===== src/rtl/stopwatch_pkg.sv =====
// Shared encodings and helpers for the lap stopwatch slice.
package stopwatch_pkg;

    typedef enum logic [1:0] {
        ST_IDLE  = 2'b00,
        ST_RUN   = 2'b01,
        ST_PAUSE = 2'b10,
        ST_EXP   = 2'b11
    } status_e;

    localparam logic [5:0] SEC_MAX   = 6'd59;
    localparam logic       MODE_UP   = 1'b0;
    localparam logic       MODE_DOWN = 1'b1;

    function automatic logic [5:0] clamp_sec(input logic [5:0] s);
        return (s > SEC_MAX) ? SEC_MAX : s;
    endfunction

endpackage


===== src/rtl/lap_fifo.sv =====
// Small circular FIFO holding captured lap times; head is read straight from storage.
module lap_fifo #(
    parameter int unsigned WIDTH = 14,
    parameter int unsigned DEPTH = 4,
    localparam int unsigned PTR_W = $clog2(DEPTH),
    localparam int unsigned CNT_W = $clog2(DEPTH + 1)
) (
    input  logic             clk,
    input  logic             rst,
    input  logic             flush_i,
    input  logic             push_i,
    input  logic             pop_i,
    input  logic [WIDTH-1:0] data_i,
    output logic [WIDTH-1:0] head_o,
    output logic [CNT_W-1:0] count_o,
    output logic             full_o,
    output logic             empty_o
);

    logic [WIDTH-1:0] mem_q [DEPTH];
    logic [PTR_W-1:0] wr_q, rd_q;
    logic [CNT_W-1:0] count_q;
    logic             pop_ok, push_ok;

    assign empty_o = (count_q == '0);
    assign full_o  = (count_q == CNT_W'(DEPTH));
    assign pop_ok  = pop_i && !empty_o;
    // A push into a full FIFO is only allowed when the head leaves on the same edge.
    assign push_ok = push_i && (!full_o || pop_ok);

    always_ff @(posedge clk or posedge rst) begin
        if (rst) begin
            for (int i = 0; i < int'(DEPTH); i++) mem_q[i] <= '0;
            wr_q    <= '0;
            rd_q    <= '0;
            count_q <= '0;
        end else if (flush_i) begin
            wr_q    <= '0;
            rd_q    <= '0;
            count_q <= '0;
        end else begin
            if (push_ok) begin
                mem_q[wr_q] <= data_i;
                wr_q        <= wr_q + 1'b1;
            end
            if (pop_ok) rd_q <= rd_q + 1'b1;
            if (push_ok && !pop_ok) count_q <= count_q + 1'b1;
            else if (!push_ok && pop_ok) count_q <= count_q - 1'b1;
        end
    end

    assign head_o  = mem_q[rd_q];
    assign count_o = count_q;

endmodule


===== src/rtl/lap_stopwatch.sv =====
// Up/down min:sec timer with prescaler, preload, countdown expiry and lap capture FIFO.
module lap_stopwatch
    import stopwatch_pkg::*;
#(
    parameter int unsigned TICK_DIV  = 1,
    parameter int unsigned MIN_W     = 8,
    parameter int unsigned LAP_DEPTH = 4,
    localparam int unsigned CNT_W = $clog2(LAP_DEPTH + 1),
    localparam int unsigned PS_W  = (TICK_DIV > 1) ? $clog2(TICK_DIV) : 1
) (
    input  logic             clk,
    input  logic             rst,
    input  logic             start,
    input  logic             stop,
    input  logic             clear,
    input  logic             mode,
    input  logic             load,
    input  logic [MIN_W-1:0] load_min,
    input  logic [5:0]       load_sec,
    input  logic             lap,
    input  logic             lap_rd,
    output logic [MIN_W-1:0] minutes,
    output logic [5:0]       seconds,
    output logic [1:0]       status,
    output logic             tick,
    output logic             expired,
    output logic             lap_valid,
    output logic [MIN_W-1:0] lap_min,
    output logic [5:0]       lap_sec,
    output logic [CNT_W-1:0] lap_count,
    output logic             lap_overflow
);

    status_e          status_q, status_d;
    logic [MIN_W-1:0] min_q, min_d;
    logic [5:0]       sec_q, sec_d;
    logic [PS_W-1:0]  presc_q, presc_d;
    logic             tick_q, tick_d, expired_q, expired_d, ovf_q, ovf_d;
    logic             load_ok, lap_ok, fifo_full, fifo_empty;
    logic [MIN_W+5:0] fifo_head;

    assign load_ok = load && (status_q == ST_IDLE || status_q == ST_PAUSE);
    assign lap_ok  = lap && (status_q == ST_RUN || status_q == ST_PAUSE);

    always_comb begin
        status_d  = status_q;
        min_d     = min_q;
        sec_d     = sec_q;
        presc_d   = presc_q;
        tick_d    = 1'b0;
        expired_d = 1'b0;
        ovf_d     = ovf_q;
        if (lap_ok && fifo_full && !(lap_rd && !fifo_empty)) ovf_d = 1'b1;
        if (clear) begin
            status_d = ST_IDLE;
            min_d    = '0;
            sec_d    = '0;
            presc_d  = '0;
            ovf_d    = 1'b0;
        end else if (load_ok) begin
            min_d   = load_min;
            sec_d   = clamp_sec(load_sec);
            presc_d = '0;
        end else if (stop) begin
            if (status_q == ST_RUN) status_d = ST_PAUSE;
        end else if (start && status_q == ST_IDLE) begin
            if (!(mode == MODE_DOWN && min_q == '0 && sec_q == '0)) status_d = ST_RUN;
        end else if (start && status_q == ST_PAUSE) begin
            status_d = ST_RUN;
        end else if (status_q == ST_RUN) begin
            if (presc_q == PS_W'(TICK_DIV - 1)) begin
                presc_d = '0;
                tick_d  = 1'b1;
                if (mode == MODE_UP) begin
                    if (sec_q == SEC_MAX) begin
                        sec_d = '0;
                        min_d = min_q + 1'b1;
                    end else begin
                        sec_d = sec_q + 1'b1;
                    end
                end else begin
                    if (sec_q == '0) begin
                        sec_d = SEC_MAX;
                        min_d = min_q - 1'b1;
                    end else begin
                        sec_d = sec_q - 1'b1;
                    end
                    if (min_d == '0 && sec_d == '0) begin
                        status_d  = ST_EXP;
                        expired_d = 1'b1;
                    end
                end
            end else begin
                presc_d = presc_q + 1'b1;
            end
        end
    end

    always_ff @(posedge clk or posedge rst) begin
        if (rst) begin
            status_q  <= ST_IDLE;
            min_q     <= '0;
            sec_q     <= '0;
            presc_q   <= '0;
            tick_q    <= 1'b0;
            expired_q <= 1'b0;
            ovf_q     <= 1'b0;
        end else begin
            status_q  <= status_d;
            min_q     <= min_d;
            sec_q     <= sec_d;
            presc_q   <= presc_d;
            tick_q    <= tick_d;
            expired_q <= expired_d;
            ovf_q     <= ovf_d;
        end
    end

    lap_fifo #(
        .WIDTH(MIN_W + 6),
        .DEPTH(LAP_DEPTH)
    ) u_lap_fifo (
        .clk    (clk),
        .rst    (rst),
        .flush_i(clear),
        .push_i (lap_ok),
        .pop_i  (lap_rd),
        .data_i ({min_q, sec_q}),
        .head_o (fifo_head),
        .count_o(lap_count),
        .full_o (fifo_full),
        .empty_o(fifo_empty)
    );

    assign minutes      = min_q;
    assign seconds      = sec_q;
    assign status       = status_q;
    assign tick         = tick_q;
    assign expired      = expired_q;
    assign lap_valid    = !fifo_empty;
    assign lap_min      = fifo_head[MIN_W+5:6];
    assign lap_sec      = fifo_head[5:0];
    assign lap_overflow = ovf_q;

endmodule


===== config.mk =====
export PLATFORM = sky130hd
export DESIGN_NAME = lap_stopwatch
export DESIGN_NICKNAME = d
export VERILOG_FILES = /design/src/rtl/stopwatch_pkg.sv /design/src/rtl/lap_fifo.sv /design/src/rtl/lap_stopwatch.sv
export SDC_FILE = /design/constraint.sdc
export NUM_CORES = 1
export LEC_CHECK = 0
export BUFFER_PORTS_ARGS = -buffer_cell sky130_fd_sc_hd__buf_2
export CAP_MARGIN = 20
export CORE_MARGIN = 5
export CORE_UTILIZATION = 63
export CTS_CLUSTER_DIAMETER = 50
export CTS_CLUSTER_SIZE = 10
export DETAILED_ROUTE_END_ITERATION = 16
export GPL_TIMING_DRIVEN = 0
export PLACE_DENSITY = 0.82
export SYNTH_ARGS = -nofsm -noshare
export SYNTH_HDL_FRONTEND = slang
export SYNTH_SLANG_ARGS = --single-unit

===== constraint.sdc =====
create_clock -name clk -period 4.1 [get_ports clk]
set_clock_uncertainty 0.05 [all_clocks]
set_input_delay 0.82 -clock clk [delete_from_list [all_inputs] [get_ports clk]]
set_output_delay 0.82 -clock clk [all_outputs]
set_load 0.05 [all_outputs]

==> flow_summary.json, run 1 <==
{
  "cts_root_buf": "clkbuf_8",
  "p_per_area_mw_per_mm2": 392.0,
  "grt_antenna_before_repair": 0,
  "maxCapViolations": 0,
  "cpPeakStageDelay_ns": 0.59,
  "worstSetupPathType": "reg2out",
  "design_area_sq_mm": 0.005613,
  "area_growth_pct": 12.63,
  "ys_warn_count": 0,
  "drive_gt1_share_pct": 33.40,
  "postSynth.topFlopCell": "dfrtp_1",
  "post_cts_resized": 0,
  "ys_ff_latch": 82,
  "track_usage_pct": 25.45,
  "core_area_sq_mm": 0.007727,
  "grt_max_degree": 58,
  "postSynthAreaPerCell_sq_um": 11.73,
  "synth_top_area_cell": "dfrtp_1",
  "async_flop_share_pct": 100.0,
  "io_buffers": 58,
  "ioPinCount": 60,
  "fillCellCount": 531,
  "grt_overflow_total": 0,
  "grt_first_pass_wirelength_um": 19980,
  "drcViolationCount": 0,
  "yosysMostFrequentCell": "dfrtp_1",
  "hold_viol": 0,
  "die_y_um": 98.94,
  "cts_tree": "done",
  "die-area_sq_mm": 0.009789,
  "critPathSlowestCell": "buf_1",
  "rsz0062_at_grt": "no",
  "place.gp.congestion": 0.9197,
  "diodes": 0,
  "worstMarginPinSlew_ns": 0.7376,
  "hold_path_class": "in2async",
  "cp-start-kind": "flop",
  "synth_seq_area_share_pct": 41.17,
  "setup_viol": 0,
  "end_kind": "output pin",
  "clk_latency_ns": 0.36,
  "slew_headroom_pct": 50.83,
  "first_pass_iters": 5,
  "synthCells": 425,
  "grt_pass1_vias": 3771,
  "avgRoutedWirePerCell_um": 19.80,
  "min_period_ns": 3.225,
  "cts_inserted_buffers": 9,
  "crit_chain": "clkbuf_1 > buf_1 > mux4_2 > buf_2",
  "required_ns": 3.23,
  "hold_buffers": 0,
  "cp.arrival_ns": 2.36,
  "cts_buffer_depth": 2,
  "status": "complete, no violations",
  "drt-total-wl_um": 11920,
  "synthTopCellsByCount": "dfrtp_1 (82), mux2_4 (40), nor2_1 (32)",
  "vias_per_cell": 6.281,
  "fmax_mhz": 310.1,
  "die_w_um": 98.94,
  "final_nets": 534,
  "ir_drop_mv": 0.2970,
  "leakage_uw": 0.002582,
  "vias": 3781,
  "clock_sinks": 82,
  "drt_iter0_drc": 193,
  "place_area_sq_mm": 0.005431,
  "netlist.area_leader.share_pct": 41.17,
  "netlist_area_sq_mm": 0.004984,
  "finalSetupTns_ns": 0,
  "critPathMaxFanout": 10,
  "postCtsSetupRepairBufs": 0,
  "synth_edf_count": 0,
  "num_rows": 32,
  "maxSlewViolCount": 0,
  "cts_max_level": 3,
  "timing.final.crit_share_pct": 78.66,
  "path_clk_slew_ns": 0.09,
  "synth_fp_nets": 464,
  "synth_area_leaders": "dfrtp_1 (41%), mux2_4 (12%), mux4_2 (6.3%), ha_1 (3.8%), mux2_1 (2.9%)",
  "ant_nets": 0,
  "synth.distinct_cells": 64,
  "dpl.hpwl_um": 8540,
  "start_util_pct": 64.49
}
routing by layer:
metal | track usage [%] | vias up | share of wire [%]
met3 | 4.883 | 24 | 6.4
met2 | 41.79 | 163 | 49
met5 | 0 | - | 0
met4 | 6.618 | 0 | 1.6
li1 | - | 1697 | -
met1 | 34.86 | 1897 | 43
through the flow:
step	instances	setup WS (ns)	hold WS, ns	power, uW	utilization (%)
4_1_cts	602	0.8386	0.3866	2211	72.64
5_1_grt	602	0.7281	0.4023	2302	72.64
6_report	602	0.8748	0.3770	2200	72.64
3_3_place_gp	585	0.2332	0.4124	1630	69.90
2_1_floorplan	425	1.122	0.4024	1479	-
3_5_place_dp	586	1.218	0.4253	1654	70.29
worst paths after layout:
| check | cells after the start | slack [ns] | to | start |
|---|---|---|---|---|
| worst max register to register | 9 | 1.40 | status[1] | seconds[1] |
| worst max-delay path | 4 | 0.87 | lap_sec[4] | u_lap_fifo.rd_q[0] |
| min in group clk | 1 | 0.44 | u_lap_fifo.mem_q[25] | u_lap_fifo.mem_q[25] |
| max in group asynchronous | 3 | 3.02 | seconds[3] | rst |
| worst min register to register | 1 | 0.44 | u_lap_fifo.mem_q[25] | u_lap_fifo.mem_q[25] |
| worst min-delay path | 2 | 0.38 | u_lap_fifo.mem_q[53] | rst |
power by group:
group / switching, uW / total, uW / internal, uW
clock network: 328 / 557 / 230
logic: 481 / 726 / 245
registers: 55.6 / 917 / 862
placed cells by master (no fill, tap or decap), types with 5 or more instances in the layout:
master | netlist | final
dfrtp_1 | 82 | 82
mux4_2 | 14 | 14
inv_1 | 14 | 13
nor3_1 | 11 | 11
nand2_1 | 11 | 11
ha_1 | 15 | 15
buf_2 | 11 | 69
mux2_1 | 13 | 13
a21oi_1 | 6 | 6
nand3_1 | 8 | 8
buf_6 | 6 | 6
a211oi_1 | 15 | 15
nor2b_1 | 7 | 7
clkbuf_1 | 17 | 17
nor2_1 | 32 | 32
clkbuf_8 | 0 | 9
mux2_4 | 40 | 40
xnor2_1 | 11 | 11
nand4_1 | 10 | 10
and2_1 | 5 | 5
nor4_1 | 6 | 6
o21ai_0 | 7 | 7
a31oi_1 | 8 | 8
cell type report:
| class | count | area (sq um) | share of cell area, % |
|---|---|---|---|
| well taps | 102 | 127.6 | 2.274 |
| clock inverters | 7 | 57.56 | 1.025 |
| flip-flops and latches | 82 | 2052 | 36.56 |
| repair buffers | 59 | 317.8 | 5.662 |
| inverters | 14 | 55.05 | 0.9808 |
| multi-input cells | 288 | 2654 | 47.28 |
| plain buffers | 41 | 225.2 | 4.012 |
| clock buffers | 9 | 123.9 | 2.207 |
flip-flops by register name (all words and copies together) (netlist names):
name	flops
u_lap_fifo.mem_q	56
minutes	8
seconds	6
u_lap_fifo.count_o	3
status	2
u_lap_fifo.rd_q	2
u_lap_fifo.wr_q	2
expired	1
lap_overflow	1
tick	1
kinds of logic (layout without fill, tap and decap cells):
group           after synthesis  in the layout  share of synthesized area (%)
mux                          71             71                          22.19
xor+xnor                     14             14                          2.461
simple gates                118            118                          14.06
flops                        82             82                          41.18
compound gates               69             69                          10.37
fa+ha+maj                    16             16                          4.168
buf+inv                      55            130                          5.573
critical path: cells and delay by family (launching register included):
kind	cells	cell delay, ns
buffers and inverters	3	1.24
flip-flops	1	0.34
multiplexers	1	0.42
(Power assumes the default switching activity.)
==> run 2: changes to the inputs <==
- ABC_AREA: unset -> 1
- CORE_UTILIZATION: 63 -> 53
- PLACE_DENSITY: 0.82 -> 0.74
- clock period: 4.1 -> 2.9 ns (I/O delays scaled with it)
==> flow_summary.json, run 2 <==
{
  "sw_frac_of_total_pct": 50.64,
  "die_w_um": 103.6,
  "status": "complete, no violations",
  "clk_latency_ns": 0.36,
  "slew_headroom_pct": 58.66,
  "maxSlewViolCount": 0,
  "min_period_ns": 2.761,
  "worstSetupPathType": "reg2out",
  "ioPinCount": 60,
  "track_usage_pct": 24.38,
  "yosysMostFrequentCell": "nand2_1",
  "grt_pass1_vias": 4398,
  "clock_sinks": 82,
  "cts_tree": "done",
  "num_rows": 34,
  "hold_path_class": "in2async",
  "end_kind": "output pin",
  "critPathMaxFanout": 10,
  "synthCells": 591,
  "largest_reg_flops": 56,
  "pwr-share-comb_pct": 51.7,
  "synth_seq_area_share_pct": 44.17,
  "area_growth_pct": 14.30,
  "p_int_uw": 2649,
  "most-common-layout-cells": "nand2_1 (128), o21ai_0 (94), dfrtp_1 (82)",
  "leakage_uw": 0.002604,
  "rsz0062_at_grt": "no",
  "synth_fp_nets": 630,
  "hold_buffers": 0,
  "required_ns": 2.27,
  "setup_viol": 0,
  "grt_overflow_total": 0,
  "power_frac_seq_pct": 31.6,
  "final_nets": 699,
  "dp_cells": 757,
  "drt-total-wl_um": 13010,
  "grt_max_degree": 56,
  "cp.arrival_ns": 2.13,
  "ys_warn_count": 0,
  "async_flop_share_pct": 100.0,
  "crit_chain": "clkbuf_1 > clkbuf_2 > o21ai_0 > o22ai_1 > buf_2",
  "largest-register": "u_lap_fifo.mem_q",
  "drcViolationCount": 0,
  "timing.final.crit_share_pct": 95.20,
  "drt_iter0_drc": 308,
  "netlist_area_sq_mm": 0.004646,
  "synth_area_leaders": "dfrtp_1 (44%), nand2_1 (10%), o21ai_0 (10%), nor2_1 (4.7%), ha_1 (4.0%)",
  "synthTopCellsByCount": "nand2_1 (128), o21ai_0 (94), dfrtp_1 (82)",
  "cts_root_buf": "clkbuf_8",
  "postSynthAreaPerCell_sq_um": 7.861,
  "vias": 4451,
  "synth_top_area_cell": "dfrtp_1",
  "diodes": 0,
  "io_buffers": 57,
  "synth.distinct_cells": 41,
  "die_y_um": 103.6,
  "drive_gt1_share_pct": 17.14,
  "final_cells": 773,
  "first_pass_iters": 6,
  "ir_drop_mv": 0.5371,
  "grt_first_pass_wirelength_um": 21690,
  "cp-start-kind": "flop",
  "p_per_area_mw_per_mm2": 1011,
  "ant_nets": 0,
  "die-area_sq_mm": 0.01074,
  "cts_inserted_buffers": 9,
  "cts_max_level": 3,
  "fmax_mhz": 362.2,
  "final_common_cell": "nand2_1",
  "core_area_sq_mm": 0.008636,
  "place.gp.congestion": 0.9032,
  "switchingPower_uw": 2718,
  "maxCapViolations": 0,
  "path_clk_slew_ns": 0.09,
  "avgRoutedWirePerCell_um": 16.83,
  "postSynth.topFlopCell": "dfrtp_1",
  "critPathSlowestCell": "clkbuf_1",
  "netlist.area_leader.share_pct": 44.17,
  "grt_antenna_before_repair": 0,
  "worstMarginPinSlew_ns": 0.6201,
  "start_util_pct": 53.80,
  "design_area_sq_mm": 0.005310,
  "clockPowerShare_pct": 16.7,
  "vias_per_cell": 5.758,
  "hold_viol": 0,
  "cts_buffer_depth": 2,
  "synth_edf_count": 0,
  "postCtsSetupRepairBufs": 0,
  "ys_ff_latch": 82,
  "place_area_sq_mm": 0.005096,
  "dpl.hpwl_um": 9161,
  "cpPeakStageDelay_ns": 0.39
}
-- run 2: cell types whose count changed in the layout (fill, tap and decap cells not counted), sizes merged, moves of 16 or more --
cell    delta
inv       +33
buf       -16
mux2      -56
o21ai     +90
nand2    +127
nand3     +16
nor2      +34
a211oi    -19
-- run 2: metrics by stage --
step | utilization, % | hold WS, ns | total power [uW] | worst slack [ns] | TNS (ns)
global placement | 58.66 | 0.4103 | 4390 | -0.8490 | -69.23
finish | 61.49 | 0.1415 | 5366 | 0.1393 | 0
floorplan | - | 0.3979 | 3773 | 0.1616 | 0
detailed placement | 59.01 | 0.4186 | 4460 | 0.4512 | 0
CTS | 61.46 | 0.1552 | 5356 | 0.03109 | 0
global route | 61.49 | 0.1754 | 5716 | 0.08816 | 0
-- run 2: path summary, 6_finish.rpt --
check                      slack, ns                 start  cells past startpoint                    to
min in group clk                0.42                 clear                      2          lap_overflow
hold / removal                  0.14                   rst                      2   u_lap_fifo.mem_q[0]
max in group asynchronous       2.04                   rst                      3            seconds[4]
hold reg to reg                 0.44  u_lap_fifo.mem_q[29]                      2  u_lap_fifo.mem_q[29]
setup reg to reg                0.49             status[1]                     10   u_lap_fifo.mem_q[4]
setup / recovery                0.14    u_lap_fifo.rd_q[0]                      5            lap_min[1]
-- run 2: worst max-delay path, delay by kind of cell (launching register included) --
family,cells,cell delay (ns)
compound gates,2,0.35
buf+inv,3,1.04
flops,1,0.35
-- run 2: cell type report --
type	instances	area, sq um
buffer	25	130.1
clock inverter	5	60.06
timing repair buffer	58	312.8
inverter	51	193.9
sequential	82	2052
fill	784	3326
clock buffer	11	151.4
multi-input combinational	433	2275
tap	108	135.1
-- run 2: cell families (layout without fill, tap and decap cells) --
group | count (synthesis) | in the layout | share of synthesized area, %
flops | 82 | 82 | 44.17
xor+xnor | 11 | 11 | 2.074
simple gates | 249 | 249 | 23.54
compound gates | 157 | 157 | 18.88
fa+ha+maj | 16 | 16 | 4.471
buf+inv | 76 | 150 | 6.868
-- run 2: per-layer routing --
metal | GRT usage, % | wire [um] | vias to the layer above
met4 | 8.622 | 227 | 0
met5 | 0 | 0 | -
met2 | 38.71 | 6110 | 172
li1 | - | - | 2118
met1 | 34.26 | 5833 | 2138
met3 | 3.172 | 839 | 23
-- run 2: power by group through the flow --
| stage | logic (uW) | clock network [uW] | registers (uW) |
|---|---|---|---|
| 2_1_floorplan | 1800 | 0 | 1980 |
| 3_3_place_gp | 2700 | 0 | 1690 |
| 3_5_place_dp | 2750 | 0 | 1710 |
| 4_1_cts | 2760 | 905 | 1690 |
| 5_1_grt | 3030 | 953 | 1740 |
| 6_report | 2770 | 896 | 1700 |
-- run 2: what timing repair did --
item	4_1_cts	5_1_grt
setup endpoints to repair	0	7
hold endpoints to repair	0	0
gates resized for setup	0	4
